==> src/rtl/xga_video_timing_gen_if.sv <==
// Raster timing bundle between the timing generator (master) and the
// background renderers (slave).
interface xga_video_timing_gen_if;
  logic        pix_ce;
  logic [10:0] pix_x;
  logic [10:0] pix_y;
  logic        video_active;
  logic        hsync;
  logic        vsync;
  logic        line_start;
  logic        frame_start;
  logic [9:0]  frame_count;

  modport master (
    input  pix_ce,
    output pix_x, pix_y, video_active, hsync, vsync,
           line_start, frame_start, frame_count
  );

  modport slave (
    output pix_ce,
    input  pix_x, pix_y, video_active, hsync, vsync,
           line_start, frame_start, frame_count
  );
endinterface

==> src/rtl/xga_video_timing_gen.sv <==
// Raster timing generator: h/v counters with every output registered from the
// decoded next position, so syncs are glitch-free and aligned with pix_x/pix_y.
module xga_video_timing_gen #(
  parameter int H_ACTIVE  = 1024,
  parameter int H_FP      = 24,
  parameter int H_SYNC    = 136,
  parameter int H_BP      = 160,
  parameter int V_ACTIVE  = 768,
  parameter int V_FP      = 3,
  parameter int V_SYNC    = 6,
  parameter int V_BP      = 29,
  parameter bit HSYNC_POL = 1'b0,
  parameter bit VSYNC_POL = 1'b0
) (
  input  logic                          clk,
  input  logic                          rst_n,
  xga_video_timing_gen_if.master        bus
);

  localparam int H_TOTAL = H_ACTIVE + H_FP + H_SYNC + H_BP;
  localparam int V_TOTAL = V_ACTIVE + V_FP + V_SYNC + V_BP;

  localparam logic [10:0] H_LAST     = 11'(H_TOTAL - 1);
  localparam logic [10:0] V_LAST     = 11'(V_TOTAL - 1);
  localparam logic [10:0] H_VIS      = 11'(H_ACTIVE);
  localparam logic [10:0] V_VIS      = 11'(V_ACTIVE);
  localparam logic [10:0] HS_START   = 11'(H_ACTIVE + H_FP);
  localparam logic [10:0] HS_END     = 11'(H_ACTIVE + H_FP + H_SYNC);
  localparam logic [10:0] VS_START   = 11'(V_ACTIVE + V_FP);
  localparam logic [10:0] VS_END     = 11'(V_ACTIVE + V_FP + V_SYNC);

  if (H_TOTAL > 2048 || V_TOTAL > 2048) begin : g_size_check
    $error("xga_video_timing_gen: H_TOTAL/V_TOTAL exceed 11-bit counter range");
  end

  logic [10:0] h, v;
  logic [10:0] h_nxt, v_nxt;
  logic        h_wrap, v_wrap;
  logic        video_active_q, hsync_q, vsync_q;
  logic        line_start_q, frame_start_q;
  logic [9:0]  frame_count_q;

  assign h_wrap = (h == H_LAST);
  assign v_wrap = (v == V_LAST);

  // NOTE: every signal written here gets a default first, so no path leaves it
  // unassigned and no latch is inferred.
  always_comb begin
    h_nxt = h_wrap ? '0 : h + 11'd1;
    v_nxt = v;
    if (h_wrap) v_nxt = v_wrap ? '0 : v + 11'd1;
  end

  // Reset parks the raster on the last pixel so the first advance lands on (0,0)
  // and counts as the start of frame 1.
  // NOTE: sequential state uses non-blocking assignments so all flops update
  // from the same pre-edge values.
  always_ff @(posedge clk or negedge rst_n) begin
    if (!rst_n) begin
      h              <= H_LAST;
      v              <= V_LAST;
      video_active_q <= 1'b0;
      hsync_q        <= ~HSYNC_POL;
      vsync_q        <= ~VSYNC_POL;
      line_start_q   <= 1'b0;
      frame_start_q  <= 1'b0;
      frame_count_q  <= '0;
    end else if (bus.pix_ce) begin
      h              <= h_nxt;
      v              <= v_nxt;
      video_active_q <= (h_nxt < H_VIS) && (v_nxt < V_VIS);
      hsync_q        <= (h_nxt >= HS_START && h_nxt < HS_END) ? HSYNC_POL : ~HSYNC_POL;
      vsync_q        <= (v_nxt >= VS_START && v_nxt < VS_END) ? VSYNC_POL : ~VSYNC_POL;
      line_start_q   <= h_wrap;
      frame_start_q  <= h_wrap && v_wrap;
      if (h_wrap && v_wrap) frame_count_q <= frame_count_q + 10'd1;
    end else begin
      line_start_q   <= 1'b0;
      frame_start_q  <= 1'b0;
    end
  end

  assign bus.pix_x        = h;
  assign bus.pix_y        = v;
  assign bus.video_active = video_active_q;
  assign bus.hsync        = hsync_q;
  assign bus.vsync        = vsync_q;
  assign bus.line_start   = line_start_q;
  assign bus.frame_start  = frame_start_q;
  assign bus.frame_count  = frame_count_q;

endmodule

==> src/flat_wrapper.sv <==
// flat-port wrapper written by rule: the top's interface ports become plain ports
module xga_video_timing_gen_flat 
#(
  parameter int H_ACTIVE  = 1024,
  parameter int H_FP      = 24,
  parameter int H_SYNC    = 136,
  parameter int H_BP      = 160,
  parameter int V_ACTIVE  = 768,
  parameter int V_FP      = 3,
  parameter int V_SYNC    = 6,
  parameter int V_BP      = 29,
  parameter bit HSYNC_POL = 1'b0,
  parameter bit VSYNC_POL = 1'b0
)
  (clk, rst_n, bus_pix_ce, bus_pix_x, bus_pix_y, bus_video_active, bus_hsync, bus_vsync, bus_line_start, bus_frame_start, bus_frame_count);
  xga_video_timing_gen_if bus_i ();
  input  logic clk;
  input  logic rst_n;
  input wire logic [$bits(bus_i.pix_ce)-1:0] bus_pix_ce;
  output wire logic [$bits(bus_i.pix_x)-1:0] bus_pix_x;
  output wire logic [$bits(bus_i.pix_y)-1:0] bus_pix_y;
  output wire logic [$bits(bus_i.video_active)-1:0] bus_video_active;
  output wire logic [$bits(bus_i.hsync)-1:0] bus_hsync;
  output wire logic [$bits(bus_i.vsync)-1:0] bus_vsync;
  output wire logic [$bits(bus_i.line_start)-1:0] bus_line_start;
  output wire logic [$bits(bus_i.frame_start)-1:0] bus_frame_start;
  output wire logic [$bits(bus_i.frame_count)-1:0] bus_frame_count;
  assign bus_i.pix_ce = bus_pix_ce;
  assign bus_pix_x = bus_i.pix_x;
  assign bus_pix_y = bus_i.pix_y;
  assign bus_video_active = bus_i.video_active;
  assign bus_hsync = bus_i.hsync;
  assign bus_vsync = bus_i.vsync;
  assign bus_line_start = bus_i.line_start;
  assign bus_frame_start = bus_i.frame_start;
  assign bus_frame_count = bus_i.frame_count;
  xga_video_timing_gen #(.H_ACTIVE(H_ACTIVE), .H_FP(H_FP), .H_SYNC(H_SYNC), .H_BP(H_BP), .V_ACTIVE(V_ACTIVE), .V_FP(V_FP), .V_SYNC(V_SYNC), .V_BP(V_BP), .HSYNC_POL(HSYNC_POL), .VSYNC_POL(VSYNC_POL)) u_core (.clk(clk), .rst_n(rst_n), .bus(bus_i));
endmodule
==> config.mk <==
export PLATFORM = sky130hd
export DESIGN_NAME = xga_video_timing_gen_flat
export DESIGN_NICKNAME = d
export VERILOG_FILES = /design/src/rtl/xga_video_timing_gen_if.sv /design/src/rtl/xga_video_timing_gen.sv /design/src/flat_wrapper.sv
export SDC_FILE = /design/constraint.sdc
export NUM_CORES = 1
export LEC_CHECK = 0
export ABC_AREA = 1
export BUFFER_PORTS_ARGS = -buffer_cell sky130_fd_sc_hd__buf_4
export CAP_MARGIN = 20
export CORE_ASPECT_RATIO = 0.9
export CORE_MARGIN = 4
export CORE_UTILIZATION = 50
export DETAILED_ROUTE_END_ITERATION = 7
export PLACE_DENSITY = 0.73
export SYNTH_ARGS = -nofsm -noshare
export SYNTH_HDL_FRONTEND = slang
export SYNTH_SLANG_ARGS = --single-unit
==> constraint.sdc <==
create_clock -name clk -period 5.4 [get_ports clk]
set_input_delay 0.27 -clock clk [delete_from_list [all_inputs] [get_ports clk]]
set_output_delay 0.27 -clock clk [all_outputs]
set_load 0.01 [all_outputs]
==> impl_metrics.xml <==
<?xml version="1.0" encoding="UTF-8"?>
<metrics>
  <group name="outcome">
    <metric name="outcome" unit="">finished, final reports clean</metric>
  </group>
  <group name="grt">
    <metric name="grt_start_max_net_pins" unit="">38</metric>
    <metric name="vias_in_the_first_global_route" unit="">1888</metric>
    <metric name="initial_antenna_violation_count" unit="">0</metric>
    <metric name="grt_pass1_wl" unit="um">9011</metric>
    <metric name="grt_use_total" unit="%">20.00</metric>
    <metric name="globalRoute.totalOverflow" unit="">0</metric>
  </group>
  <group name="drt">
    <metric name="dr_total_vias" unit="">2047</metric>
    <metric name="ant_nets" unit="">0</metric>
    <metric name="first_iter_violations" unit="">216</metric>
    <metric name="post_drt_wl_per_cell" unit="um">13.04</metric>
    <metric name="drt-pass1-iter-count" unit="">4</metric>
    <metric name="vias_per_cell" unit="">5.042</metric>
    <metric name="drc" unit="">0</metric>
    <metric name="detail_route.wirelength" unit="um">5296</metric>
  </group>
  <group name="logic_synthesis">
    <metric name="syn-instance-count" unit="">303</metric>
    <metric name="synth.top_cells.by_area" unit="">dfrtp_1 25%, dfstp_2 18%, nand2_1 12%</metric>
    <metric name="postSynthAreaPerCell" unit="sq um">7.408</metric>
    <metric name="count_of_state_elements_after_synthesis" unit="">37</metric>
    <metric name="postSynth.topFlopCell" unit="">dfrtp_1</metric>
    <metric name="yosysWarnings" unit="">0</metric>
    <metric name="post-synth-top-area-fraction" unit="%">24.53</metric>
    <metric name="postSynth.asyncResetShare" unit="%">100.0</metric>
    <metric name="dominant_cell_type_by_area_after_synthesis" unit="">dfrtp_1</metric>
    <metric name="synth_enable_flop_cells" unit="">0</metric>
    <metric name="synth_cell_types" unit="">25</metric>
    <metric name="synthesis.area" unit="sq um">2245</metric>
    <metric name="seq_area_frac_synth" unit="%">42.08</metric>
    <metric name="synth_nets" unit="">311</metric>
  </group>
  <group name="timing">
    <metric name="slew_headroom" unit="%">66.56</metric>
    <metric name="worst_hold_slack" unit="ps">290.3</metric>
    <metric name="setup_viol" unit="">0</metric>
    <metric name="worst_pin_slew" unit="ps">500.9</metric>
    <metric name="layout_worst_path_cycle_share" unit="%">42.56</metric>
    <metric name="timing_hold_violations_final" unit="">0</metric>
    <metric name="slew_violations" unit="">0</metric>
    <metric name="skew" unit="ps">11.97</metric>
    <metric name="fmax" unit="MHz">435.1</metric>
    <metric name="fin_tns_setup" unit="ps">0</metric>
    <metric name="grt_setup_unrepaired" unit="">no</metric>
    <metric name="finalWorstPathRequiredPeriod" unit="ps">2298</metric>
  </group>
  <group name="power">
    <metric name="sw_frac_of_total" unit="%">35.83</metric>
    <metric name="total_leakage_power" unit="nW">1.322</metric>
    <metric name="internal_power" unit="mW">0.5224</metric>
    <metric name="switchingPower" unit="mW">0.2917</metric>
    <metric name="combinational_power_share" unit="%">28.6</metric>
    <metric name="vdd_ir_drop_max" unit="mV">0.2816</metric>
    <metric name="pwr-share-seq" unit="%">48.5</metric>
    <metric name="post-layout-total-power" unit="mW">0.8141</metric>
    <metric name="p_per_area" unit="nW/um^2">303.2</metric>
    <metric name="clkPwrFrac" unit="%">22.9</metric>
  </group>
  <group name="cells_and_area">
    <metric name="fin_util" unit="%">63.76</metric>
    <metric name="area_growth" unit="%">19.62</metric>
    <metric name="design.final.nets" unit="">353</metric>
    <metric name="final_layout_size_suffix_gt1_share" unit="%">21.97</metric>
    <metric name="n_antenna_cell" unit="">0</metric>
    <metric name="layout_filler_cell_count" unit="">352</metric>
  </group>
  <group name="clock_tree">
    <metric name="tritoncts_num_sinks" unit="">37</metric>
    <metric name="cts_resized" unit="">0</metric>
    <metric name="cts_tree" unit="">yes</metric>
    <metric name="cts-buffers-inserted" unit="">5</metric>
    <metric name="clk_transition_reported_paths" unit="ps">70</metric>
    <metric name="clock_insertion_delay_worst_skew" unit="ps">290</metric>
    <metric name="cts_max_level" unit="">2</metric>
    <metric name="number_of_buffers_between_clock_root_and_the_deepest_sink" unit="">2</metric>
    <metric name="cts-root-buf" unit="">clkbuf_8</metric>
  </group>
  <group name="worst_setup_path">
    <metric name="worst-endpoint-arrival" unit="ps">2480</metric>
    <metric name="critPathCaptureType" unit="">flop</metric>
    <metric name="critPathRequiredTime" unit="ps">5580</metric>
    <metric name="slowest_cell_on_crit_path" unit="">dfstp_2</metric>
    <metric name="critPathMostFrequentCell" unit="">nor2_4</metric>
    <metric name="path_max_fanout" unit="">13</metric>
    <metric name="path_class" unit="">reg -&gt; reg</metric>
    <metric name="critPathLaunchType" unit="">flop</metric>
    <metric name="delay_of_the_slowest_cell_on_the_worst_path" unit="ps">600</metric>
    <metric name="cp_cell_sequence" unit="">ha_1 -&gt; nand3_2 -&gt; nor2_4 -&gt; nand2_4 -&gt; nor2_4 -&gt; nand2_4 -&gt; nor2_4 -&gt; nand3_2 -&gt; nor2_4 -&gt; nand3_1 -&gt; nand2_1 -&gt; nand2_1</metric>
  </group>
  <group name="placed_design">
    <metric name="dp_hpwl" unit="um">3836</metric>
    <metric name="place.gp.congestion" unit="">0.9185</metric>
    <metric name="placement.io_buffers" unit="">39</metric>
  </group>
  <group name="die">
    <metric name="num_rows" unit="">22</metric>
    <metric name="die_x" unit="um">78.63</metric>
    <metric name="core_area" unit="sq um">4212</metric>
    <metric name="floorplan.initialDensity" unit="%">53.30</metric>
    <metric name="fp.dieArea" unit="sq um">5627</metric>
    <metric name="ioPinCount" unit="">40</metric>
    <metric name="chip_height" unit="um">71.57</metric>
  </group>
  <group name="hold_path">
    <metric name="hold_path.class" unit="">in -&gt; reg</metric>
  </group>
  <group name="job">
    <metric name="max-cap-violations" unit="">0</metric>
  </group>
</metrics>
## worst max-delay path, delay by kind of cell, from the launching register on
family                     cells  cell delay [ps]
DFF                            1              600
adders and majority gates      1              250
and+or+nand+nor               11             1330
## logic make-up (layout without fill, tap and decap cells)
family / count (synthesis) / in the layout / synth area share [%]
AND/OR/NAND/NOR: 164 / 164 / 33.72
buffers and inverters: 51 / 94 / 8.584
flip-flops: 37 / 37 / 42.08
AO/OA/AOI/OAI: 33 / 33 / 7.748
XOR/XNOR: 13 / 13 / 5.072
adder cells (fa/ha/maj): 5 / 5 / 2.787
## per-layer routing
metal  global-route usage [%]  routed length, um  share of wire, %  vias to the layer above
met5                        0                  0                 0                        -
met4                    7.184                109               2.1                        0
met3                    4.271                288               5.4                       18
met2                    30.44               2385                45                       82
met1                    28.14               2511                47                      905
li1                         -                  -                 -                     1042
## registers in the layout, summed over array words and instances, names as in the netlist
signal,count
u_core.bus.hsync,1
u_core.bus.vsync,1
u_core.bus.frame_count,10
u_core.bus.video_active,1
u_core.bus.frame_start,1
u_core.bus.line_start,1
u_core.bus.pix_y,11
u_core.bus.pix_x,11
## power by group through the flow
stage,clock network [mW],registers (mW),logic [mW]
2_1_floorplan,0,0.403,0.119
3_3_place_gp,0,0.396,0.228
3_5_place_dp,0,0.395,0.230
4_1_cts,0.192,0.392,0.233
5_1_grt,0.205,0.402,0.260
6_report,0.187,0.395,0.233
## layout by cell type, fill, tap and decap left out
cell	n
ha_1	5
nand2_4	2
nor3_2	1
inv_2	3
buf_4	39
nand2_1	74
nand4_1	7
nand3_2	2
nor2_1	34
clkinv_2	2
o22ai_1	3
dfrtp_1	22
nand2_2	1
a21oi_1	3
dlygate4sd3_1	1
nand3_1	30
nor4_1	1
xor2_1	12
nor3_1	6
nor2_4	5
o21ai_0	25
clkbuf_8	5
inv_1	43
clkbuf_1	1
nor2_2	1
o21bai_1	2
dfstp_2	15
xnor2_1	1
## path summary, 6_finish.rpt
path	from	end	slack, ps	cells past startpoint
setup / recovery	u_core.bus.pix_x[1]	u_core.bus.frame_count[9]	3100	12
setup reg to reg	u_core.bus.pix_x[1]	u_core.bus.frame_count[9]	3100	12
hold / removal	bus_pix_ce	u_core.bus.pix_x[1]	290	3
max in group asynchronous	rst_n	u_core.bus.vsync	4570	2
min in group asynchronous	rst_n	u_core.bus.pix_y[1]	470	2
hold reg to reg	u_core.bus.video_active	u_core.bus.video_active	500	2
## metrics by stage
step | std cells | cell area [sq um] | worst slack [ps]
after detailed placement | 397 | 2592 | 3150
final | 406 | 2685 | 3102
after floorplan | 303 | 2245 | 3398
after CTS | 406 | 2685 | 3118
after global placement | 397 | 2592 | 3263
after global routing | 406 | 2685 | 2925
## area by class of cell
| cell class | count | area, sq um | area share [%] |
|---|---|---|---|
| well taps | 60 | 75.07 | 2.796 |
| inverters | 46 | 172.7 | 6.431 |
| clock inverters | 2 | 10.01 | 0.3728 |
| multi-input cells | 215 | 1107 | 41.24 |
| clock buffers | 6 | 72.57 | 2.703 |
| flip-flops and latches | 37 | 944.7 | 35.18 |
| repair buffers | 40 | 302.8 | 11.28 |
## cell usage after synthesis (2+ instances only)
library cell	count
nor2_1	34
a21oi_1	3
o21bai_1	2
nand3_2	2
nand4_1	7
inv_2	3
o22ai_1	3
nor3_1	6
nand3_1	30
ha_1	5
inv_1	43
o21ai_0	25
nand2_4	2
clkbuf_1	4
dfstp_2	15
dfrtp_1	22
xor2_1	12
nor2_4	5
nand2_1	74
## what timing repair did
item / 4_1_cts / 5_1_grt
endpoints found under the hold margin: 22 / 0
hold buffers: 1 / 0
buffers inserted: 0 / 0
(Power assumes the default switching activity.)
